==> config.mk <==
export PLATFORM = sky130hd
export DESIGN_NAME = updown_counter_arbiter
export DESIGN_NICKNAME = d
export VERILOG_FILES = /design/src/rtl/updown_arb_pkg.sv /design/src/rtl/updown_counter.sv /design/src/rtl/updown_counter_arbiter.sv
export SDC_FILE = /design/constraint.sdc
export NUM_CORES = 1
export LEC_CHECK = 0
export ABC_AREA = 0
export CAP_MARGIN = 25
export CORE_UTILIZATION = 27
export DETAILED_ROUTE_END_ITERATION = 12
export SYNTH_ARGS = -nofsm -noshare
export SYNTH_HDL_FRONTEND = slang
export SYNTH_SLANG_ARGS = --single-unit
==> constraint.sdc <==
create_clock -name Clock_i -period 3 [get_ports Clock_i]
set_input_delay 0.45 -clock Clock_i [delete_from_list [all_inputs] [get_ports Clock_i]]
set_output_delay 0.45 -clock Clock_i [all_outputs]
set_load 0.005 [all_outputs]
==> src/rtl/updown_arb_pkg.sv <==
// Shared types and the round-robin pick helper for the up/down counter arbiter.
package updown_arb_pkg;

    localparam int          NUM_REQ_DEF = 4;
    localparam int          CNT_W_DEF   = 3;
    localparam int unsigned MAX_REQ     = 32'd32;

    typedef enum logic [1:0] {
        IDLE    = 2'd0,
        ISSUE   = 2'd1,
        RELEASE = 2'd2
    } arb_state_t;

    // First asserted request scanning upward from last_ptr+1 with wrap; n is the requester count.
    function automatic int unsigned rr_pick(input logic [MAX_REQ-1:0] req,
                                            input int unsigned        last_ptr,
                                            input int unsigned        n);
        int unsigned idx;
        logic        found;
        found   = 1'b0;
        idx     = 32'd0;
        rr_pick = 32'd0;
        for (int unsigned k = 32'd1; k <= MAX_REQ; k++) begin
            if (k <= n) begin
                idx = (last_ptr + k) % n;
                if (!found && req[idx[4:0]]) begin
                    found   = 1'b1;
                    rr_pick = idx;
                end
            end
        end
    endfunction

endpackage

==> src/rtl/updown_counter.sv <==
// Saturating up/down counter; Up wins when both pulses arrive together.
module updown_counter
    import updown_arb_pkg::*;
#(
    parameter int CNT_W = CNT_W_DEF
) (
    input  logic             Clock_i,
    input  logic             Reset_i,
    input  logic             Up_i,
    input  logic             Down_i,
    output logic [CNT_W-1:0] Count_o
);

    localparam logic [CNT_W-1:0] CNT_MAX  = {CNT_W{1'b1}};
    localparam logic [CNT_W-1:0] CNT_ZERO = {CNT_W{1'b0}};
    localparam logic [CNT_W-1:0] CNT_ONE  = CNT_W'(1'b1);

    logic [CNT_W-1:0] r_count;

    // Count register: step only when the boundary allows it, otherwise hold.
    always_ff @(posedge Clock_i or negedge Reset_i) begin
        if (!Reset_i) begin
            r_count <= CNT_ZERO;
        end else if (Up_i) begin
            if (r_count != CNT_MAX) begin
                r_count <= r_count + CNT_ONE;
            end
        end else if (Down_i) begin
            if (r_count != CNT_ZERO) begin
                r_count <= r_count - CNT_ONE;
            end
        end
    end

    assign Count_o = r_count;

endmodule

==> src/rtl/updown_counter_arbiter.sv <==
// Round-robin req/grant front end sharing one saturating up/down counter among NUM_REQ clients.
module updown_counter_arbiter
    import updown_arb_pkg::*;
#(
    parameter int NUM_REQ = NUM_REQ_DEF,
    parameter int CNT_W   = CNT_W_DEF
) (
    input  logic               Clock_i,
    input  logic               Reset_i,
    input  logic [NUM_REQ-1:0] Req_i,
    input  logic [NUM_REQ-1:0] Dir_i,
    output logic [NUM_REQ-1:0] Grant_o,
    output logic [NUM_REQ-1:0] Nack_o,
    output logic [CNT_W-1:0]   Count_o,
    output logic               Busy_o
);

    localparam int                 PTR_W     = $clog2(NUM_REQ);
    localparam logic [CNT_W-1:0]   COUNT_MAX = {CNT_W{1'b1}};
    localparam logic [CNT_W-1:0]   CNT_ZERO  = {CNT_W{1'b0}};
    localparam logic [NUM_REQ-1:0] REQ_ZERO  = {NUM_REQ{1'b0}};
    localparam logic [NUM_REQ-1:0] REQ_ONE   = NUM_REQ'(1'b1);
    localparam logic [PTR_W-1:0]   LAST_RST  = PTR_W'(NUM_REQ - 1);

    arb_state_t         r_state, w_next_state;
    logic [PTR_W-1:0]   r_sel, r_last_ptr, w_pick;
    logic               r_dir, r_accept, r_busy;
    logic [NUM_REQ-1:0] r_grant, r_nack, w_next_grant, w_next_nack, w_onehot;
    logic               w_pick_dir, w_can_move, w_load, w_up, w_down;
    logic [CNT_W-1:0]   w_count;

    assign w_pick     = PTR_W'(rr_pick(MAX_REQ'(Req_i), 32'(r_last_ptr), 32'(NUM_REQ)));
    assign w_pick_dir = Dir_i[w_pick];
    assign w_onehot   = REQ_ONE << w_pick;
    // Decision is taken at arbitration so Grant/Nack can be registered into the ISSUE cycle.
    assign w_can_move = w_pick_dir ? (w_count != COUNT_MAX) : (w_count != CNT_ZERO);

    // Next-state, handshake outputs and the single counter pulse issued in ISSUE.
    always_comb begin
        w_next_state = r_state;
        w_next_grant = r_grant;
        w_next_nack  = r_nack;
        w_load       = 1'b0;
        w_up         = 1'b0;
        w_down       = 1'b0;
        case (r_state)
            IDLE: begin
                if (|Req_i) begin
                    w_next_state = ISSUE;
                    w_load       = 1'b1;
                    if (w_can_move) begin
                        w_next_grant = w_onehot;
                    end else begin
                        w_next_nack = w_onehot;
                    end
                end else begin
                    w_next_state = IDLE;
                end
            end
            ISSUE: begin
                w_next_state = RELEASE;
                if (r_accept) begin
                    w_up   = r_dir;
                    w_down = ~r_dir;
                end else begin
                    w_up   = 1'b0;
                    w_down = 1'b0;
                end
            end
            RELEASE: begin
                if (!Req_i[r_sel]) begin
                    w_next_state = IDLE;
                    w_next_grant = REQ_ZERO;
                    w_next_nack  = REQ_ZERO;
                end else begin
                    w_next_state = RELEASE;
                end
            end
            default: begin
                w_next_state = IDLE;
                w_next_grant = REQ_ZERO;
                w_next_nack  = REQ_ZERO;
            end
        endcase
    end

    // State, captured transaction and registered outputs.
    always_ff @(posedge Clock_i or negedge Reset_i) begin
        if (!Reset_i) begin
            r_state    <= IDLE;
            r_sel      <= {PTR_W{1'b0}};
            r_dir      <= 1'b0;
            r_accept   <= 1'b0;
            r_last_ptr <= LAST_RST;
            r_grant    <= REQ_ZERO;
            r_nack     <= REQ_ZERO;
            r_busy     <= 1'b0;
        end else begin
            r_state <= w_next_state;
            r_grant <= w_next_grant;
            r_nack  <= w_next_nack;
            r_busy  <= (w_next_state != IDLE);
            if (w_load) begin
                r_sel    <= w_pick;
                r_dir    <= w_pick_dir;
                r_accept <= w_can_move;
            end
            if (r_state == ISSUE) begin
                r_last_ptr <= r_sel;
            end
        end
    end

    updown_counter #(
        .CNT_W(CNT_W)
    ) u_counter (
        .Clock_i(Clock_i),
        .Reset_i(Reset_i),
        .Up_i   (w_up),
        .Down_i (w_down),
        .Count_o(w_count)
    );

    assign Grant_o = r_grant;
    assign Nack_o  = r_nack;
    assign Count_o = w_count;
    assign Busy_o  = r_busy;

endmodule
# == Yosys cells after proc, flatten, opt, wreduce, memory -nomap -nowiden ==
# Index checks and enable logic that the tools add are counted.
# Widths: inputs -> output; s select.
# word_totals
reg_bits,20
inputBits,10
out_inout_bits,12
wordCells,87
# classes
add_sub_neg,6
order_cmp,6
n_eq_ne,8
shifts,1
mux,40
n_bitwise,2
n_reduce_logical,15
# op_table
op,n
$lt 2x6->1 const B,4
$pmux 4 s3,2
$mux 4,5
$mux 1,17
$bmux 1 s2,6
$mux 3,4
$mux 2,5
$ne 2x2->1 const B,5
$reduce_and 4->1,2
$lt 2x3->1 const B,2
$pmux 2 s3,1
$reduce_bool 2->1,3
$add 2x1->2 const B,2
$add 2x2->2 const B,2
$reduce_or 4->1,1
$shl 1x2->4 const A,1
$add 3x1->3 const B,1
$logic_and 1x1->1,3
$logic_not 1->1,3
$ne 3x3->1 const B,1
$reduce_and 3->1,1
$reduce_bool 3->1,1
$sub 3x1->3 const B,1
$eq 2x1->1 const B,1
other kinds (3),4

# == Logic depth before layout (Yosys ltp) ==
# Gate-level depths: netlist (run 1).
# logic_depth
word_depth,19
depth_mapped,8
mapped_depth_nobuf,7

# == Cells and area by module ==
# From an unflattened synthesis (run 1), not the netlist that was laid out.
# unflattened
cells_unflattened,127
hier_area_um2,1312.5
# by_module_without_submodules
mod,instances,cells_each,area_each_um2,seq_area_each_um2
updown_counter_arbiter,1,105,1101.1,427.9
updown_counter,1,22,211.5,75.1

# == Worst setup path after synthesis (run 1) ==
# Ideal clock, no wire load.
# synth_timing
path_kind,register to register
startpoint,register r_last_ptr[0]
endpoint,register r_grant[0] (netlist: Grant_o[0])
setup_ns,0.128
arrival_time_ns,2.170
required_time_ns,2.872
slack_ns,0.703
stages_incl_launch_ff,8
n_path_buf,0
period_less_slack_ns,2.297
cell_sequence,dfstp_2 -> and2b_1 -> o21ai_2 -> o311ai_4 -> mux2i_1 -> mux2_4 -> o221ai_4 -> mux2_1
# synth_between
elab_chain_len,18
elab_cells_between_ends,34
cone_classes,add/sub: 4; eq/ne: 1; shift: 1; mux: 21; reduce/logical: 7
# synth_rtl
element,line_no,text
start: declaration,updown_counter_arbiter.sv:26,"logic [PTR_W-1:0] r_sel, r_last_ptr, w_pick;"
start signal: assignment,updown_counter_arbiter.sv:109,r_last_ptr <= r_sel;
$add 2x1->2,updown_arb_pkg.sv:25,idx = (last_ptr + k) % n;
$bmux 1 s2,updown_arb_pkg.sv:26,if (!found && req[idx[4:0]]) begin
$mux 1 (not written as such),updown_arb_pkg.sv:26,
$mux 1,updown_arb_pkg.sv:26,
$logic_not 1->1,updown_arb_pkg.sv:26,
$logic_and 1x1->1,updown_arb_pkg.sv:26,
$mux 1,updown_arb_pkg.sv:26,
$logic_not 1->1,updown_arb_pkg.sv:26,
[... 2 more ...],n/a,
$logic_not 1->1,updown_arb_pkg.sv:26,
$logic_and 1x1->1,updown_arb_pkg.sv:26,
$mux 2 (*),updown_arb_pkg.sv:26,
$bmux 1 s2,updown_counter_arbiter.sv:33,assign w_pick_dir = Dir_i[w_pick];
$mux 1 (not written as such),updown_counter_arbiter.sv:33,
$mux 1,updown_counter_arbiter.sv:36,assign w_can_move = w_pick_dir ? (w_count != COUNT_MAX) : (w_count != CNT_ZERO);
$ne 2x2->1 (no source line),n/a,
$reduce_and 4->1 (no source line),n/a,
end signal: assignment,updown_counter_arbiter.sv:100,r_grant <= w_next_grant;
end: declaration,updown_counter_arbiter.sv:28,"logic [NUM_REQ-1:0] r_grant, r_nack, w_next_grant, w_next_nack, w_onehot;"
# Mark *: on every way between the ends. The rest lies on a longest branch, timed or not. The select of a mux whose other input is x is not followed.
# A chain may end at the register's enable or synchronous reset.

# == Final worst setup path (run 1) ==
# layout_timing
startpoint,input Req_i[3]
endpoint,register r_grant[2] (netlist: Grant_o[2])
# layout_between
elab_chain_len,17
elab_cells_between_ends,35
cone_classes,eq/ne: 3; shift: 1; mux: 23; reduce/logical: 8
# layout_rtl
element,line_no,text
start: declaration,updown_counter_arbiter.sv:10,"input logic [NUM_REQ-1:0] Req_i,"
$bmux 1 s2,updown_arb_pkg.sv:26,
$mux 1 (not written as such),updown_arb_pkg.sv:26,
$mux 1,updown_arb_pkg.sv:26,
$logic_not 1->1,updown_arb_pkg.sv:26,
$logic_and 1x1->1,updown_arb_pkg.sv:26,
$mux 1,updown_arb_pkg.sv:26,
$logic_not 1->1,updown_arb_pkg.sv:26,
$logic_and 1x1->1,updown_arb_pkg.sv:26,
$mux 1,updown_arb_pkg.sv:26,
$logic_not 1->1,updown_arb_pkg.sv:26,
$logic_and 1x1->1,updown_arb_pkg.sv:26,
$mux 2,updown_arb_pkg.sv:26,
$bmux 1 s2,updown_counter_arbiter.sv:33,
$mux 1 (not written as such),updown_counter_arbiter.sv:33,
$mux 1,updown_counter_arbiter.sv:36,
$ne 2x2->1 (no source line),n/a,
$reduce_and 4->1 (no source line),n/a,
# Parallel ways exist; a longest one is shown, timed or not. The select of a mux whose other input is x is not followed.

==> reports/qor.csv, run 1 <==
stage;metric;value;unit
status;status;finished clean;
place;GP Congestion;0.778;
drt;Routed WL;2550;um
timing;final hold vios;0;
yosys;Syn Inst Count;106;
floorplanning;Row Count;23;
power_and_ir_drop;leakage;0.642;nW
floorplanning;DIE AREA;0.00462;mm^2
clock_network;clock latency at the later pin of the worst-skew pair;0.26;ns
critical_path;critical path required time;3.15;ns
clock_network;Clock H-tree levels;1;
flow_run;max-cap viol count;0;
timing;setup slack after layout;0.403;ns
finish;Area Growth Syn to Fin;28.0;%
timing;Setup TNS Final;0;ns
drt;routed via count;896;
clock_network;clk sinks;20;
power_and_ir_drop;total chip power;1.49;mW
yosys;biggest area consumer among synthesized cells;dfrtp_1;
clock_network;clock slew at reported path FFs;0.08;ns
floorplanning;core area;0.00409;mm^2
finish;Util after Layout;0.368;
finish;nets;143;
yosys;syn avg cell area;11.1;um^2
finish;Antenna Cells;0;
clock_network;root buf cell;clkbuf_8;
clock_network;total CTS buffers;3;
global_route;largest net degree at the start of global routing;21;
yosys;Distinct cells, synth;36;
global_route;GR Util met3;0.0300;
clock_network;Post-CTS Hold Buffers;0;
critical_path;kind of critical path;input pin to flop;
finish;Fillers;416;
timing;max-slew violation count;0;
place;DP Wirelength;1920;um
clock_network;CTS tree;built;
drt;DR iter-0 viols;28;
clock_network;Resized Gates After CTS;0;
finish;Multi-input gate area;651;um^2
drt;vias per cell;4.95;
place;Setup Slack @ Placement;0.113;ns
critical_path;Worst EP arrival;2.75;ns
timing;RSZ-0062 raised after global routing;no;
clock_network;Clock Tree Buf Depth;2;
global_route;Congestion Overflow GR;0;
global_route;initial antenna violation count;0;
floorplanning;I/O pin count;22;
yosys;post-synth net total;117;
drt;DRC Markers;0;
global_route;GR peak layer;met2;
yosys;Synth top area share;0.383;
timing;relative slew slack;0.397;
power_and_ir_drop;Power Density;988;mW/mm^2
floorplanning;Starting Density;0.288;
yosys;main area contributors after synthesis;dfrtp_1 (38%), mux2_1 (8.6%), mux2i_1 (6.0%);
drt;average routed wire per standard cell;14.1;um
global_route;first-pass GRT wire length;4200;um
timing;worst slew pin tran;0.902;ns
place;port buffer count;21;
yosys;Synth warnings;0;
timing;Final Setup Violations;0;
yosys;synthesized flop and latch total;20;
timing;fin crit share;0.866;
drt;Post-DRT Antenna Nets;0;
yosys;sequential area share after synthesis;0.428;
global_route;All-Layer GR Usage;0.124;
hold_path;worst min path class;flop to flop;
timing;Setup Skew;0.00563;ns
timing;Tmin final;2.60;ns
critical_path;largest fanout on the critical path;6;
global_route;met2 global-route usage;0.200;
power_and_ir_drop;maximum VDD drop;0.415;mV
timing;f_max;385;MHz
critical_path;CP Capture Type;flop;
clock_network;post-CTS setup buffer count;0;
yosys;cell area after synthesis;0.00118;mm^2
floorplanning;Die X;68;um
global_route;vias in the first global route;904;
floorplanning;Die Y;68;um
drt;TritonRoute pass-1 iters;4;
critical_path;Worst setup SP type;input pin;
finish;layout cell share with drive strength beyond 1;0.145;
global_route;met1 usage;0.159;
finish;Seq. cell area;503;um^2
[critical path, cell delays in order]
cell,delay (ns)
clkdlybuf4s50_1,0.52
and2b_4,0.23
o21ai_2,0.17
o311ai_4,0.14
mux2i_1,0.30
mux2_4,0.35
o221ai_4,0.23
mux2_1,0.36
[cells by family after synthesis]
family          Yosys count  share of synthesized area
flops                    20                      0.428
compound gates           21                      0.170
fa+ha+maj                 1                     0.0170
simple gates             37                      0.156
buf+inv                   6                     0.0191
mux                      21                      0.210
[Yosys cell counts, drive strengths merged]
cell type and number:
o311ai 2, a211oi 1, clkbuf 2, or2b 1, mux4 1, nor2b 5
mux2 13, a31oi 1, a221o 1, buf 1, a21o 1, and2 1
o221ai 2, dfstp 2, a211o 1, o41ai 2, and2b 2, nand2 8
o32a 1, nor3 3, or3 2, inv 3, fa 1, and3 1
dfrtp 18, nor2 10, nand3 4, a21oi 1, o21ai 8, mux2i 7
[flip-flops by register name, summed over array words and instances, names as in the netlist]
register / count
Busy_o: 1
Grant_o: 4
Nack_o: 4
r_accept: 1
r_dir: 1
r_last_ptr: 2
r_sel: 2
r_state: 2
u_counter.Count_o: 3
[routing by layer]
layer | part of all wire | up-vias
met5 | 0 | -
met4 | 0.015 | 0
met3 | 0.031 | 4
met2 | 0.50 | 12
met1 | 0.45 | 441
li1 | - | 439
[area by class of cell]
type	instances	share of cell area
inverters	3	0.00748
multi-input cells	80	0.432
clock buffers	4	0.0299
flip-flops and latches	20	0.334
repair buffers	24	0.155
well taps	50	0.0416
[stage by stage]
stage	area [um^2]	std cells	hold slack, ns
after floorplan	1180	106	0.154
after CTS	1510	181	0.503
after global routing	1510	181	0.519
after detailed placement	1460	177	0.485
after global placement	1460	177	0.479
final	1510	181	0.496
[placed cells by master (no fill, tap or decap), types with 2 or more instances in the layout]
cell,instances
nor3_1,3
buf_4,3
nand2_1,8
nor2_1,10
o21ai_2,3
clkbuf_8,3
o21ai_0,5
mux2_1,9
nor2b_1,5
mux2_2,3
clkdlybuf4s50_1,21
nand3_1,4
o41ai_1,2
dfstp_2,2
mux2i_1,7
or3_1,2
inv_1,3
dfrtp_1,18
[power breakdown]
part / total [mW] / leakage, nW / internal [mW] / switching, mW
logic: 0.790 / 0.368 / 0.421 / 0.368
clock network: 0.188 / 0.0228 / 0.0948 / 0.0934
registers: 0.509 / 0.251 / 0.390 / 0.119
[final timing paths]
path / startpoint / end / slack, ns / cells past startpoint
min in group asynchronous: Reset_i / Grant_o[3]$_DFFE_PN0P_ / 0.69 / 1
max in group asynchronous: Reset_i / Grant_o[0]$_DFFE_PN0P_ / 1.75 / 1
worst min register to register: Nack_o[0]$_DFFE_PN0P_ / Nack_o[0]$_DFFE_PN0P_ / 0.50 / 1
worst min-delay path: Nack_o[0]$_DFFE_PN0P_ / Nack_o[0]$_DFFE_PN0P_ / 0.50 / 1
worst max-delay path: Req_i[3] / Grant_o[2]$_DFFE_PN0P_ / 0.40 / 8
worst max register to register: r_last_ptr[0]$_DFFE_PN1P_ / Grant_o[2]$_DFFE_PN0P_ / 0.59 / 7
Power figures use the tool's default switching activity.
==> run 2, diff against run 1 <==
Settings changed: ABC_AREA 0 to 1, HOLD_SLACK_MARGIN set to 0.08.
==> reports/qor.csv, run 2 <==
stage;metric;value;unit
finish;nets;213;
clock_network;clock latency at the later pin of the worst-skew pair;0.25;ns
yosys;post-synth net total;187;
finish;Area Growth Syn to Fin;25.5;%
yosys;top-count cell post-synth;nand2_1;
floorplanning;Row Count;24;
place;GP Congestion;0.854;
timing;f_max;419;MHz
timing;Setup Skew;0.00102;ns
clock_network;total CTS buffers;3;
yosys;Syn Inst Count;176;
yosys;Synth warnings;0;
finish;most common cell after layout, fill and taps aside;nand2_1;
power_and_ir_drop;leakage;0.812;nW
drt;Routed WL;2670;um
global_route;largest net degree at the start of global routing;21;
flow_run;max-cap viol count;0;
timing;relative slew slack;0.625;
drt;TritonRoute pass-1 iters;4;
power_and_ir_drop;Power Density;1160;mW/mm^2
timing;Setup TNS Final;0;ns
place;area post-placement;0.00158;mm^2
drt;DR iter-0 viols;44;
yosys;synthesized flop and latch total;20;
global_route;first-pass GRT wire length;4740;um
finish;Fillers;462;
power_and_ir_drop;maximum VDD drop;0.328;mV
hold_path;worst min path class;flop to flop;
finish;Antenna Cells;0;
timing;fin crit share;0.796;
place;Setup Slack @ Placement;0.438;ns
clock_network;post-CTS setup buffer count;0;
yosys;number of flops mapped to enable cells by yosys;0;
critical_path;critical path required time;3.14;ns
clock_network;Resized Gates After CTS;0;
yosys;main area contributors after synthesis;dfrtp_1 (34%), nand2_1 (15%), nand3_1 (9.5%);
floorplanning;Die X;71.7;um
yosys;Post-synth ARST share;1.00;
place;DP Wirelength;2110;um
critical_path;kind of critical path;flop to flop;
drt;vias per cell;4.49;
clock_network;Post-CTS Hold Buffers;0;
yosys;biggest area consumer among synthesized cells;dfrtp_1;
yosys;cell area after synthesis;0.00131;mm^2
drt;Post-DRT Antenna Nets;0;
finish;commonest non-fill, non-tap cells in the layout;nand2_1 (53), nand3_1 (25), clkdlybuf4s50_1 (21);
yosys;syn avg cell area;7.45;um^2
yosys;multiplexer share of the synthesized area;0;
drt;routed via count;1135;
global_route;Congestion Overflow GR;0;
global_route;vias in the first global route;1091;
global_route;initial antenna violation count;0;
critical_path;Worst EP arrival;2.53;ns
clock_network;CTS tree;built;
critical_path;largest fanout on the critical path;12;
drt;average routed wire per standard cell;10.6;um
yosys;Distinct cells, synth;26;
yosys;post-synthesis adder-cell area fraction;0.0153;
finish;final instance area;0.00165;mm^2
finish;layout cell share with drive strength beyond 1;0.169;
floorplanning;core area;0.00450;mm^2
drt;DRC Markers;0;
clock_network;root buf cell;clkbuf_8;
status;status;finished clean;
floorplanning;Starting Density;0.291;
timing;Tmin final;2.39;ns
yosys;sequential area share after synthesis;0.384;
yosys;top cells by count, synth;nand2_1 (53), nand3_1 (25), dfrtp_1 (18), inv_1 (18), nand2_2 (14);
critical_path;Worst setup SP type;flop;
finish;Util after Layout;0.365;
yosys;XOR/XNOR share of the synthesized area;0.0200;
floorplanning;I/O pin count;22;
timing;worst slew pin tran;0.558;ns
clock_network;Clock Tree Buf Depth;2;
global_route;All-Layer GR Usage;0.115;
clock_network;clock slew at reported path FFs;0.07;ns
yosys;prevailing post-synth register cell;dfrtp_1;
timing;setup slack after layout;0.613;ns
critical_path;CP Capture Type;flop;
floorplanning;Die Y;71.7;um
yosys;Post-Synth Simple-Gate Area;0.450;
clock_network;clk sinks;20;
timing;max-slew violation count;0;
place;port buffer count;21;
yosys;Synth Area in Compound Gates;0.0649;
floorplanning;DIE AREA;0.00514;mm^2
clock_network;Clock H-tree levels;1;
timing;final hold vios;0;
timing;RSZ-0062 raised after global routing;no;
timing;Final Setup Violations;0;
yosys;Synth top area share;0.344;
yosys;largest family of logic cells by synthesized area;simple AND/OR/NAND/NOR gates;
run 2: worst paths after layout:
check / from / endpoint / slack (ns) / depth (start not counted)
setup / recovery: r_last_ptr[0]$_DFFE_PN1P_ / Grant_o[3]$_DFFE_PN0P_ / 0.61 / 17
hold / removal: Grant_o[1]$_DFFE_PN0P_ / Grant_o[1]$_DFFE_PN0P_ / 0.47 / 2
setup reg to reg: r_last_ptr[0]$_DFFE_PN1P_ / Grant_o[3]$_DFFE_PN0P_ / 0.61 / 17
hold reg to reg: Grant_o[1]$_DFFE_PN0P_ / Grant_o[1]$_DFFE_PN0P_ / 0.47 / 2
max in group asynchronous: Reset_i / r_last_ptr[1]$_DFFE_PN1P_ / 2.16 / 2
min in group asynchronous: Reset_i / r_last_ptr[0]$_DFFE_PN1P_ / 0.61 / 1
run 2: stage by stage:
stage                     power [mW]  std cells  hold WS (ns)
after detailed placement        1.71        248         0.459
after global routing            2.10        253         0.498
after global placement          1.70        248         0.463
after floorplan                 1.41        176         0.154
final                           1.90        253         0.470
after CTS                       1.91        252         0.477
run 2: worst max-delay path, cell delays in order, from the launching register on:
cell     delay (ns)
dfstp_2        0.67
inv_2          0.13
nand2_1        0.10
nand2_1        0.09
nand2_2        0.12
nand2_4        0.06
nor2_4         0.13
nand4_2        0.14
nand2_4        0.15
nand2_1        0.06
nand2_1        0.08
nand2_2        0.07
nand2_2        0.09
nand2_2        0.05
nand3_2        0.10
nand2_2        0.08
nand2_1        0.08
nand2_1        0.05
run 2: cell families after synthesis:
kind of cell | Yosys count
adder cells (fa/ha/maj) | 1
AO/OA/AOI/OAI | 15
buffers and inverters | 21
flip-flops | 20
AND/OR/NAND/NOR | 116
XOR/XNOR | 3
run 2: layout make-up:
| cell class | instances | area, um^2 | area share |
|---|---|---|---|
| Tap cell | 52 | 65.1 | 0.0395 |
| Inverter | 20 | 75.1 | 0.0456 |
| Sequential cell | 20 | 503 | 0.306 |
| Multi-Input combinational cell | 135 | 722 | 0.439 |
| Clock buffer | 4 | 55.1 | 0.0335 |
| Timing Repair Buffer | 22 | 225 | 0.137 |
run 2: routing by layer:
metal,share of wire,global-route usage
met5,0,0
met4,0.011,0.0261
met3,0.038,0.0309
met2,0.43,0.181
met1,0.52,0.157
run 2: report_power, final:
| part | leakage (nW) | internal (mW) | switching [mW] |
|---|---|---|---|
| clock network | 0.0288 | 0.117 | 0.0818 |
| registers | 0.250 | 0.391 | 0.103 |
| logic | 0.533 | 0.452 | 0.759 |
==> run 3, diff against run 2 <==
Clock period 3 ns to 2.12 ns, I/O delays scaled along.
==> reports/qor.csv, run 3 (synthesized netlist as in run 2, its figures left out) <==
stage;metric;value;unit
global_route;Congestion Overflow GR;0;
critical_path;Critical Path Max Stage Delay;0.60;ns
place;GP Congestion;0.810;
timing;Final Setup Violations;9;
critical_path;slowest cell on the critical path;dfstp_2;
timing;RSZ-0062 raised after global routing;yes;
timing;fin crit share;1.05;
critical_path;critical path required time;2.28;ns
timing;final hold vios;0;
clock_network;clk sinks;20;
finish;Seq. cell area;503;um^2
power_and_ir_drop;leakage;0.959;nW
floorplanning;Die Y;71.7;um
finish;Util after Layout;0.426;
clock_network;clock latency at the later pin of the worst-skew pair;0.26;ns
global_route;largest net degree at the start of global routing;21;
timing;worst slew pin tran;0.537;ns
global_route;initial antenna violation count;0;
timing;setup slack after layout;-0.106;ns
place;port buffer count;21;
timing;Tmin final;2.23;ns
critical_path;largest fanout on the critical path;9;
floorplanning;I/O pin count;22;
drt;average routed wire per standard cell;11.3;um
clock_network;CTS tree;built;
floorplanning;Starting Density;0.291;
finish;Antenna Cells;0;
clock_network;root buf cell;clkbuf_8;
clock_network;Clock Tree Buf Depth;2;
finish;most common cell after layout, fill and taps aside;nand2_1;
timing;Setup TNS Final;-0.741;ns
drt;Routed WL;3130;um
critical_path;Worst EP arrival;2.38;ns
floorplanning;core area;0.00450;mm^2
clock_network;total CTS buffers;3;
drt;DR iter-0 viols;59;
power_and_ir_drop;Power Density;1720;mW/mm^2
timing;relative slew slack;0.640;
finish;nets;237;
critical_path;Worst setup SP type;flop;
global_route;All-Layer GR Usage;0.132;
drt;TritonRoute pass-1 iters;4;
timing;Setup Skew;0.00805;ns
clock_network;Clock H-tree levels;1;
finish;Multi-input gate area;828;um^2
drt;vias per cell;4.55;
finish;Finished Layout Cells;277;
finish;layout cell share with drive strength beyond 1;0.320;
floorplanning;DIE AREA;0.00514;mm^2
critical_path;crit path from;r_last_ptr[0]$_DFFE_PN1P_;
power_and_ir_drop;maximum VDD drop;0.527;mV
finish;commonest non-fill, non-tap cells in the layout;nand2_1 (48), buf_4 (24), clkdlybuf4s50_1 (21);
status;status;finished with violations;
place;Setup Slack @ Placement;-0.231;ns
clock_network;clock slew at reported path FFs;0.08;ns
critical_path;CP Capture Type;flop;
critical_path;crit path buf inv count;2;
critical_path;reg2reg start;r_last_ptr[0]$_DFFE_PN1P_;
finish;final instance area;0.00192;mm^2
place;placed cells;268;
place;area post-placement;0.00173;mm^2
finish;Fillers;455;
critical_path;critical path's top delay family;simple AND/OR/NAND/NOR gates;
finish;Area Growth Syn to Fin;46.5;%
drt;DRC Markers;0;
global_route;first-pass GRT wire length;5350;um
floorplanning;Row Count;24;
place;DP Wirelength;2250;um
critical_path;crit path cell chain;inv_4, nand2_2, nand2_1, nand2_2, nand2_4, nor2_4, nand3_2, nand3_2, nand2_2, inv_2, nand2_4, nand2_4, nand2_4, nand3_4, nand2_4, nand2_1, nand2_1;
timing;max-slew violation count;0;
status;failing checks;negative setup slack;
timing;f_max;449;MHz
flow_run;max-cap viol count;0;
drt;Post-DRT Antenna Nets;0;
critical_path;kind of critical path;flop to flop;
hold_path;worst min path class;input pin to async pin;
drt;routed via count;1261;
global_route;vias in the first global route;1208;
floorplanning;Die X;71.7;um
critical_path;critical path's most frequent cell;nand2_4;
[run 3: changes by cell type in the layout (fill, tap and decap cells not counted), sizes merged]
| cell | delta |
|---|---|
| buf | +24 |
[run 3: final timing paths]
check	end	depth (start not counted)	slack (ns)
min in group Clock_i	Grant_o[1]$_DFFE_PN0P_	2	0.47
max	Nack_o[0]$_DFFE_PN0P_	17	-0.11
max in group asynchronous	r_last_ptr[1]$_DFFE_PN1P_	2	1.45
min reg2reg	Grant_o[1]$_DFFE_PN0P_	2	0.47
min	Nack_o[2]$_DFFE_PN0P_	2	0.39
max reg2reg	Nack_o[0]$_DFFE_PN0P_	17	-0.11
[run 3: timing repair]
item / 4_1_cts / 5_1_grt
hold buffers: 0 / 0
pin swaps: 1 / 6
setup endpoints to repair: 8 / 9
resized for setup: 8 / 17
buffers inserted: 4 / 1
[run 3: final cells by class]
type | instances | area share
clock buffers | 4 | 0.0235
inverters | 20 | 0.0404
multi-input cells | 135 | 0.431
flip-flops and latches | 20 | 0.262
well taps | 52 | 0.0339
repair buffers | 46 | 0.209
[run 3: per-stage QoR]
stage	hold slack (ns)	total power [mW]
detailed placement	0.461	2.65
global route	0.419	3.63
finish	0.393	3.30
floorplan	0.0224	2.00
CTS	0.400	3.06
global placement	0.459	2.63
[run 3: report_power, final]
group          leakage (nW)  internal (mW)  switching, mW
Clock                0.0228          0.134          0.130
Sequential            0.250          0.552          0.126
Combinational         0.687          0.990           1.37
[run 3: metal layers]
metal  track usage  share of wire  routed length, um  vias up
met5             0              0                  0        -
met4        0.0261          0.010                 32        0
met3        0.0352          0.032                101        6
met2         0.212           0.48               1490       19
met1         0.179           0.48               1510      568
li1              -              -                  -      668
